<file path="src/rtl/gray_counter_updn_pkg.sv">
// Shared definitions for the up/down Gray counter: code conversion helpers
// and width-independent terminal constants that users slice to their width.
package gray_pkg;

    // Widest counter the helpers support; callers zero-extend narrower values.
    localparam int GRAY_MAX_W = 32;

    // Terminal values, sliced by each user down to its own width N.
    localparam logic [GRAY_MAX_W-1:0] GRAY_ALL_ONES = '1;
    localparam logic [GRAY_MAX_W-1:0] GRAY_ZERO     = '0;

    // Binary to reflected Gray code; zero-extension leaves the result unchanged.
    function automatic logic [GRAY_MAX_W-1:0] bin2gray(input logic [GRAY_MAX_W-1:0] b);
        return b ^ (b >> 1);
    endfunction

    // Gray to binary by prefix XOR from the MSB down.
    function automatic logic [GRAY_MAX_W-1:0] gray2bin(input logic [GRAY_MAX_W-1:0] g);
        logic [GRAY_MAX_W-1:0] b;
        b[GRAY_MAX_W-1] = g[GRAY_MAX_W-1];
        for (int i = GRAY_MAX_W - 2; i >= 0; i--) begin
            b[i] = b[i+1] ^ g[i];
        end
        return b;
    endfunction

endpackage

</file>
<file path="src/rtl/gray_counter_updn_if.sv">
// Control and status bundle of the Gray counter. The master side drives the
// count controls; the slave side (the counter) returns the count and flags.
interface gray_counter_updn_if
    import gray_pkg::*;
#(
    parameter int N = 4
);
    logic         en;
    logic         up;
    logic         load;
    logic [N-1:0] load_val;
    logic [N-1:0] out;
    logic [N-1:0] bin;
    logic         wrap;
    logic         tc;

    modport master (
        output en, up, load, load_val,
        input  out, bin, wrap, tc
    );

    modport slave (
        input  en, up, load, load_val,
        output out, bin, wrap, tc
    );
endinterface

</file>
<file path="src/rtl/gray_counter_updn_step_logic.sv">
// Next-state logic of the Gray counter, computed entirely in binary. Decides
// the next binary value and wrap flag from load/enable/direction, and raises
// the terminal-count flag from the current value and the live direction.
module gray_step_logic
    import gray_pkg::*;
#(
    parameter int N        = 4,
    parameter int SATURATE = 0
) (
    input  logic [N-1:0] bin_i,
    input  logic         en_i,
    input  logic         up_i,
    input  logic         load_i,
    input  logic [N-1:0] load_val_i,
    output logic [N-1:0] next_bin_o,
    output logic         next_wrap_o,
    output logic         tc_o
);
    localparam logic [N-1:0] BIN_MAX  = GRAY_ALL_ONES[N-1:0];
    localparam logic [N-1:0] BIN_ZERO = GRAY_ZERO[N-1:0];
    localparam logic [N-1:0] BIN_ONE  = {{(N-1){1'b0}}, 1'b1};

    logic atMax;
    logic atZero;

    assign atMax  = (bin_i == BIN_MAX);
    assign atZero = (bin_i == BIN_ZERO);

    // Terminal count follows the live direction and ignores the enable.
    assign tc_o = (up_i && atMax) || (!up_i && atZero);

    // Load beats counting; at a terminal value either wrap around or hold.
    always_comb begin
        next_bin_o  = bin_i;
        next_wrap_o = 1'b0;
        if (load_i) begin
            next_bin_o = load_val_i;
        end else if (en_i) begin
            if (up_i) begin
                if (!atMax) begin
                    next_bin_o = bin_i + BIN_ONE;
                end else if (SATURATE == 0) begin
                    next_bin_o  = BIN_ZERO;
                    next_wrap_o = 1'b1;
                end
            end else begin
                if (!atZero) begin
                    next_bin_o = bin_i - BIN_ONE;
                end else if (SATURATE == 0) begin
                    next_bin_o  = BIN_MAX;
                    next_wrap_o = 1'b1;
                end
            end
        end
    end
endmodule

</file>
<file path="src/rtl/gray_counter_updn.sv">
// Parametrised up/down Gray counter. The binary count is the real state; the
// Gray output is a separate register loaded from the converted next value so
// it never glitches and only one bit moves per count step.
module gray_counter_updn
    import gray_pkg::*;
#(
    parameter int N        = 4,
    parameter int SATURATE = 0
) (
    input  logic               clk,
    input  logic               rstn,
    gray_counter_updn_if.slave bus
);
    logic [N-1:0] bin_q;
    logic [N-1:0] bin_d;
    logic [N-1:0] out_q;
    logic [N-1:0] out_d;
    logic         wrap_q;
    logic         wrap_d;
    logic         tcComb;

    gray_step_logic #(
        .N        (N),
        .SATURATE (SATURATE)
    ) u_step (
        .bin_i       (bin_q),
        .en_i        (bus.en),
        .up_i        (bus.up),
        .load_i      (bus.load),
        .load_val_i  (bus.load_val),
        .next_bin_o  (bin_d),
        .next_wrap_o (wrap_d),
        .tc_o        (tcComb)
    );

    // Gray image of the next binary value, registered alongside it.
    always_comb begin
        out_d = N'(bin2gray(GRAY_MAX_W'(bin_d)));
    end

    // State registers with synchronous active-low reset taking priority.
    always_ff @(posedge clk) begin
        if (!rstn) begin
            bin_q  <= '0;
            out_q  <= '0;
            wrap_q <= 1'b0;
        end else begin
            bin_q  <= bin_d;
            out_q  <= out_d;
            wrap_q <= wrap_d;
        end
    end

    assign bus.out  = out_q;
    assign bus.bin  = bin_q;
    assign bus.wrap = wrap_q;
    assign bus.tc   = tcComb;
endmodule

</file>
<file path="src/flat_wrapper.sv">
// flat-port wrapper written by rule: the top's interface ports become plain ports
module gray_counter_updn_flat import gray_pkg::*;
#(
    parameter int N        = 4,
    parameter int SATURATE = 0
)
  (clk, rstn, bus_en, bus_up, bus_load, bus_load_val, bus_out, bus_bin, bus_wrap, bus_tc);
  gray_counter_updn_if #(.N(N)) bus_i ();
  input  logic clk;
  input  logic rstn;
  input wire logic [$bits(bus_i.en)-1:0] bus_en;
  input wire logic [$bits(bus_i.up)-1:0] bus_up;
  input wire logic [$bits(bus_i.load)-1:0] bus_load;
  input wire logic [$bits(bus_i.load_val)-1:0] bus_load_val;
  output wire logic [$bits(bus_i.out)-1:0] bus_out;
  output wire logic [$bits(bus_i.bin)-1:0] bus_bin;
  output wire logic [$bits(bus_i.wrap)-1:0] bus_wrap;
  output wire logic [$bits(bus_i.tc)-1:0] bus_tc;
  assign bus_i.en = bus_en;
  assign bus_i.up = bus_up;
  assign bus_i.load = bus_load;
  assign bus_i.load_val = bus_load_val;
  assign bus_out = bus_i.out;
  assign bus_bin = bus_i.bin;
  assign bus_wrap = bus_i.wrap;
  assign bus_tc = bus_i.tc;
  gray_counter_updn #(.N(N), .SATURATE(SATURATE)) u_core (.clk(clk), .rstn(rstn), .bus(bus_i));
endmodule
</file>
<file path="config.mk">
export PLATFORM = sky130hd
export DESIGN_NAME = gray_counter_updn_flat
export DESIGN_NICKNAME = d
export VERILOG_FILES = /design/src/rtl/gray_counter_updn_pkg.sv /design/src/rtl/gray_counter_updn_if.sv /design/src/rtl/gray_counter_updn_step_logic.sv /design/src/rtl/gray_counter_updn.sv /design/src/flat_wrapper.sv
export SDC_FILE = /design/constraint.sdc
export NUM_CORES = 1
export LEC_CHECK = 0
export CORE_UTILIZATION = 30
export CTS_BUF_LIST = sky130_fd_sc_hd__clkbuf_4 sky130_fd_sc_hd__clkbuf_8
export CTS_CLUSTER_DIAMETER = 100
export CTS_CLUSTER_SIZE = 24
export DETAILED_ROUTE_END_ITERATION = 10
export PLACE_DENSITY_LB_ADDON = 0.15
export SLEW_MARGIN = 20
export SYNTH_ARGS = -nofsm -noshare
export SYNTH_HDL_FRONTEND = slang
export SYNTH_SLANG_ARGS = --single-unit
</file>
<file path="constraint.sdc">
create_clock -name clk -period 1.8 [get_ports clk]
set_input_delay 0.36 -clock clk [delete_from_list [all_inputs] [get_ports clk]]
set_output_delay 0.36 -clock clk [all_outputs]
set_load 0.005 [all_outputs]
</file>
==> results.md <==
- Initial core utilization: 32.0%
- CP peak stage delay: 0.49 ns
- PortBufs: 18
- Core Region: 1510 um^2
- Max-slew violations: 0
- WP buf/inv: 1
- Met2 Use GR: 28.7%
- Final setup vio count: 2
- Tmin final: 1.90 ns
- Residual DRC: 0
- Final TNS setup: -0.110 ns
- Routing usage on met1: 20.3%
- Die area: 1770 um^2
- Worst-path clk slew: 0.06 ns
- Fin util: 58.6%
- Root Driver: clkbuf_4
- Drt wl/cell: 12.1 um
- Slew at the pin with the worst max-slew slack: 0.281 ns
- Post-synth top area share: 33.2%
- Routability congestion estimate: 0.773
- Number of global-route vias before repair: 518
- Met3 Track Usage GR: 5.17%
- Dpl cell area: 777 um^2
- Busiest layer in global routing: met2
- Via count: 536
- Worst Path Required: 1.94 ns
- Number of vias per cell: 4.87
- Cell taking the most area after synthesis: dfxtp_1
- Fmax: 525 MHz
- CTS tree: built
- Pre-CTS setup slack: -0.561 ns
- FP Rows: 14
- N_diodes: 0
- Overflow left after global routing: 0
- DR iter-0 viols: 2
- Ys flop type: dfxtp_1
- Max Cap Viol: 0
- Chip width: 42.1 um
- Hold_buf cts: 0
- Cell family with most CP delay: compound AO/OA/AOI/OAI gates
- Antenna-violating nets left: 0
- Peak VDD IR: 0.509 mV
- Ratio of final minimum period to clock period: 106%
- First-pass GRT wire length: 2260 um
- Status: complete, but fails checks
- Initial antenna violation count: 0
- EDFF count, synth: 0
- Initial DRT Pass Iterations: 3
- I/O Pins: 19
- Worst Hold Margin: 0.711 ns
- Max FO, Critical Path: 2
- Final Net Count: 107
- Mapped Nets: 68
- Post-DP HPWL: 989 um
- Syn Area/Cell: 8.45 um^2
- Final setup margin: -0.103 ns
- Layout Skew: 0.00548 ns
- P&R area growth vs syn: 83.4%
- # fillers: 149
- Worst skew pair latency: 0.25 ns
- Final Hold Fails: 0
- Cell area after layout: 883 um^2
- RSZ-0062 raised after global routing: true
- Critical path class: reg2reg
- WP data arrival: 2.05 ns
- Leakage power: 0.404 nW
- Die H: 42.1 um
- GRT Resource Usage Total: 16.9%
- CP max-delay cell: or4b_4
- Synth Instances: 57
- Largest net degree at the start of global routing: 9
- Syn Std Cell Area: 482 um^2
- CTS Sinks: 8
- Power Dens Cells: 639 nW/um^2
- Commonest cells in the netlist: dfxtp_1 (8), nor2_1 (8), inv_1 (5), nand2_1 (5)
- Sequential fraction of the synthesis area: 33.2%
- Slew headroom: 81.1%
- HP Class: reg2reg
- Num CTS Buffers: 3
- Yosys cell types: 27
- H-tree lvl count: 1
- Maximum clock path buffer count: 2
- WL final: 1330 um
- Crit. End Element: flip-flop
- Seq cells post-synth: 8
- Fraction of registers with async set/reset: 0%
- R2r setup slk: -0.10 ns
- Fraction of layout cells with a size suffix above 1: 36.2%
- Critical-path cell list: buf_6, or4b_4, o311a_1, o221ai_2, o311a_4, mux2_4
- Synth area leaders: dfxtp_1 (33%), nor2_1 (6.2%), ha_1 (5.2%)
- Ys Warns: 0
- Crit path launch type: flip-flop
- Failing checks: negative setup slack
==> metrics by stage <==
stage          total power, mW  cells
2_1_floorplan            0.290     57
3_3_place_gp             0.399    103
3_5_place_dp             0.401    103
4_1_cts                  0.553    108
5_1_grt                  0.600    110
6_report                 0.565    110
==> worst paths after layout <==
path | from | end | depth (start not counted)
worst max-delay path | u_core.bus.bin[1] | u_core.bus.out[2] | 6
worst min register to register | u_core.bus.out[3] | u_core.bus.wrap | 3
worst min-delay path | u_core.bus.out[3] | u_core.bus.wrap | 3
worst max register to register | u_core.bus.bin[1] | u_core.bus.out[2] | 6
==> sequential cells by signal, summed over array words and instances, names as in the netlist <==
name,flops
u_core.bus.out,4
u_core.bus.bin,3
u_core.bus.wrap,1
==> what timing repair did <==
| action | in CTS | in global routing |
|---|---|---|
| setup endpoints to repair | 3 | 3 |
| pin swaps | 3 | 5 |
| gates resized for setup | 14 | 5 |
| buffers inserted | 2 | 2 |
==> layer usage <==
| layer | routed length [um] | vias to the layer above |
|---|---|---|
| met5 | 0 | - |
| met4 | 14 | 0 |
| met3 | 51 | 2 |
| met2 | 686 | 12 |
| met1 | 576 | 244 |
| li1 | - | 278 |
==> cell families after synthesis <==
kind of cell / count (synthesis) / share of synthesized area, %
adders and majority gates: 2 / 5.19
DFF: 8 / 33.2
xor gates and xnor gates: 3 / 5.46
and+or+nand+nor: 21 / 21.3
AOI/OAI and AO/OA: 12 / 19.7
muxes: 4 / 8.83
buffers and inverters: 7 / 6.23
==> worst min-delay path: stages, from the launching register on <==
cell and delay, ns:
dfxtp_1 0.33, or3b_4 0.13, o21ai_2 0.05, and3_1 0.15
==> report_power, final <==
group          leakage, nW  internal [mW]  switching (mW)  total, mW
clock               0.0138         0.0762          0.0602      0.136
sequential          0.0668          0.195         0.00793      0.203
combinational        0.324          0.139          0.0862      0.225
total                0.404          0.410           0.154      0.565
==> cell type report <==
type / instances / area, um^2 / area share (%)
multi-input cells: 42 / 339 / 38.4
clock buffers: 3 / 22.5 / 2.55
inverters: 5 / 18.8 / 2.12
well taps: 16 / 20.0 / 2.27
repair buffers: 36 / 320 / 36.3
flip-flops and latches: 8 / 163 / 18.4
==> cell usage in the layout, fill, tap and decap left out, drive strengths merged <==
cell type      instances
inv                    5
and3                   2
nor2b                  1
dfxtp                  8
nand3                  2
or4b                   1
xor2                   2
ha                     2
buf                   19
nor2                   8
xnor2                  1
o311a                  2
o21ai                  2
a211o                  1
or3b                   1
clkbuf                 3
o221ai                 1
nand2                  5
a21o                   1
dlygate4sd2            1
clkdlybuf4s50         16
mux2                   2
o31ai                  2
a21oi                  1
nand2b                 1
a31oi                  2
mux2i                  2
Note: power is estimated with default switching activity, not from simulation.
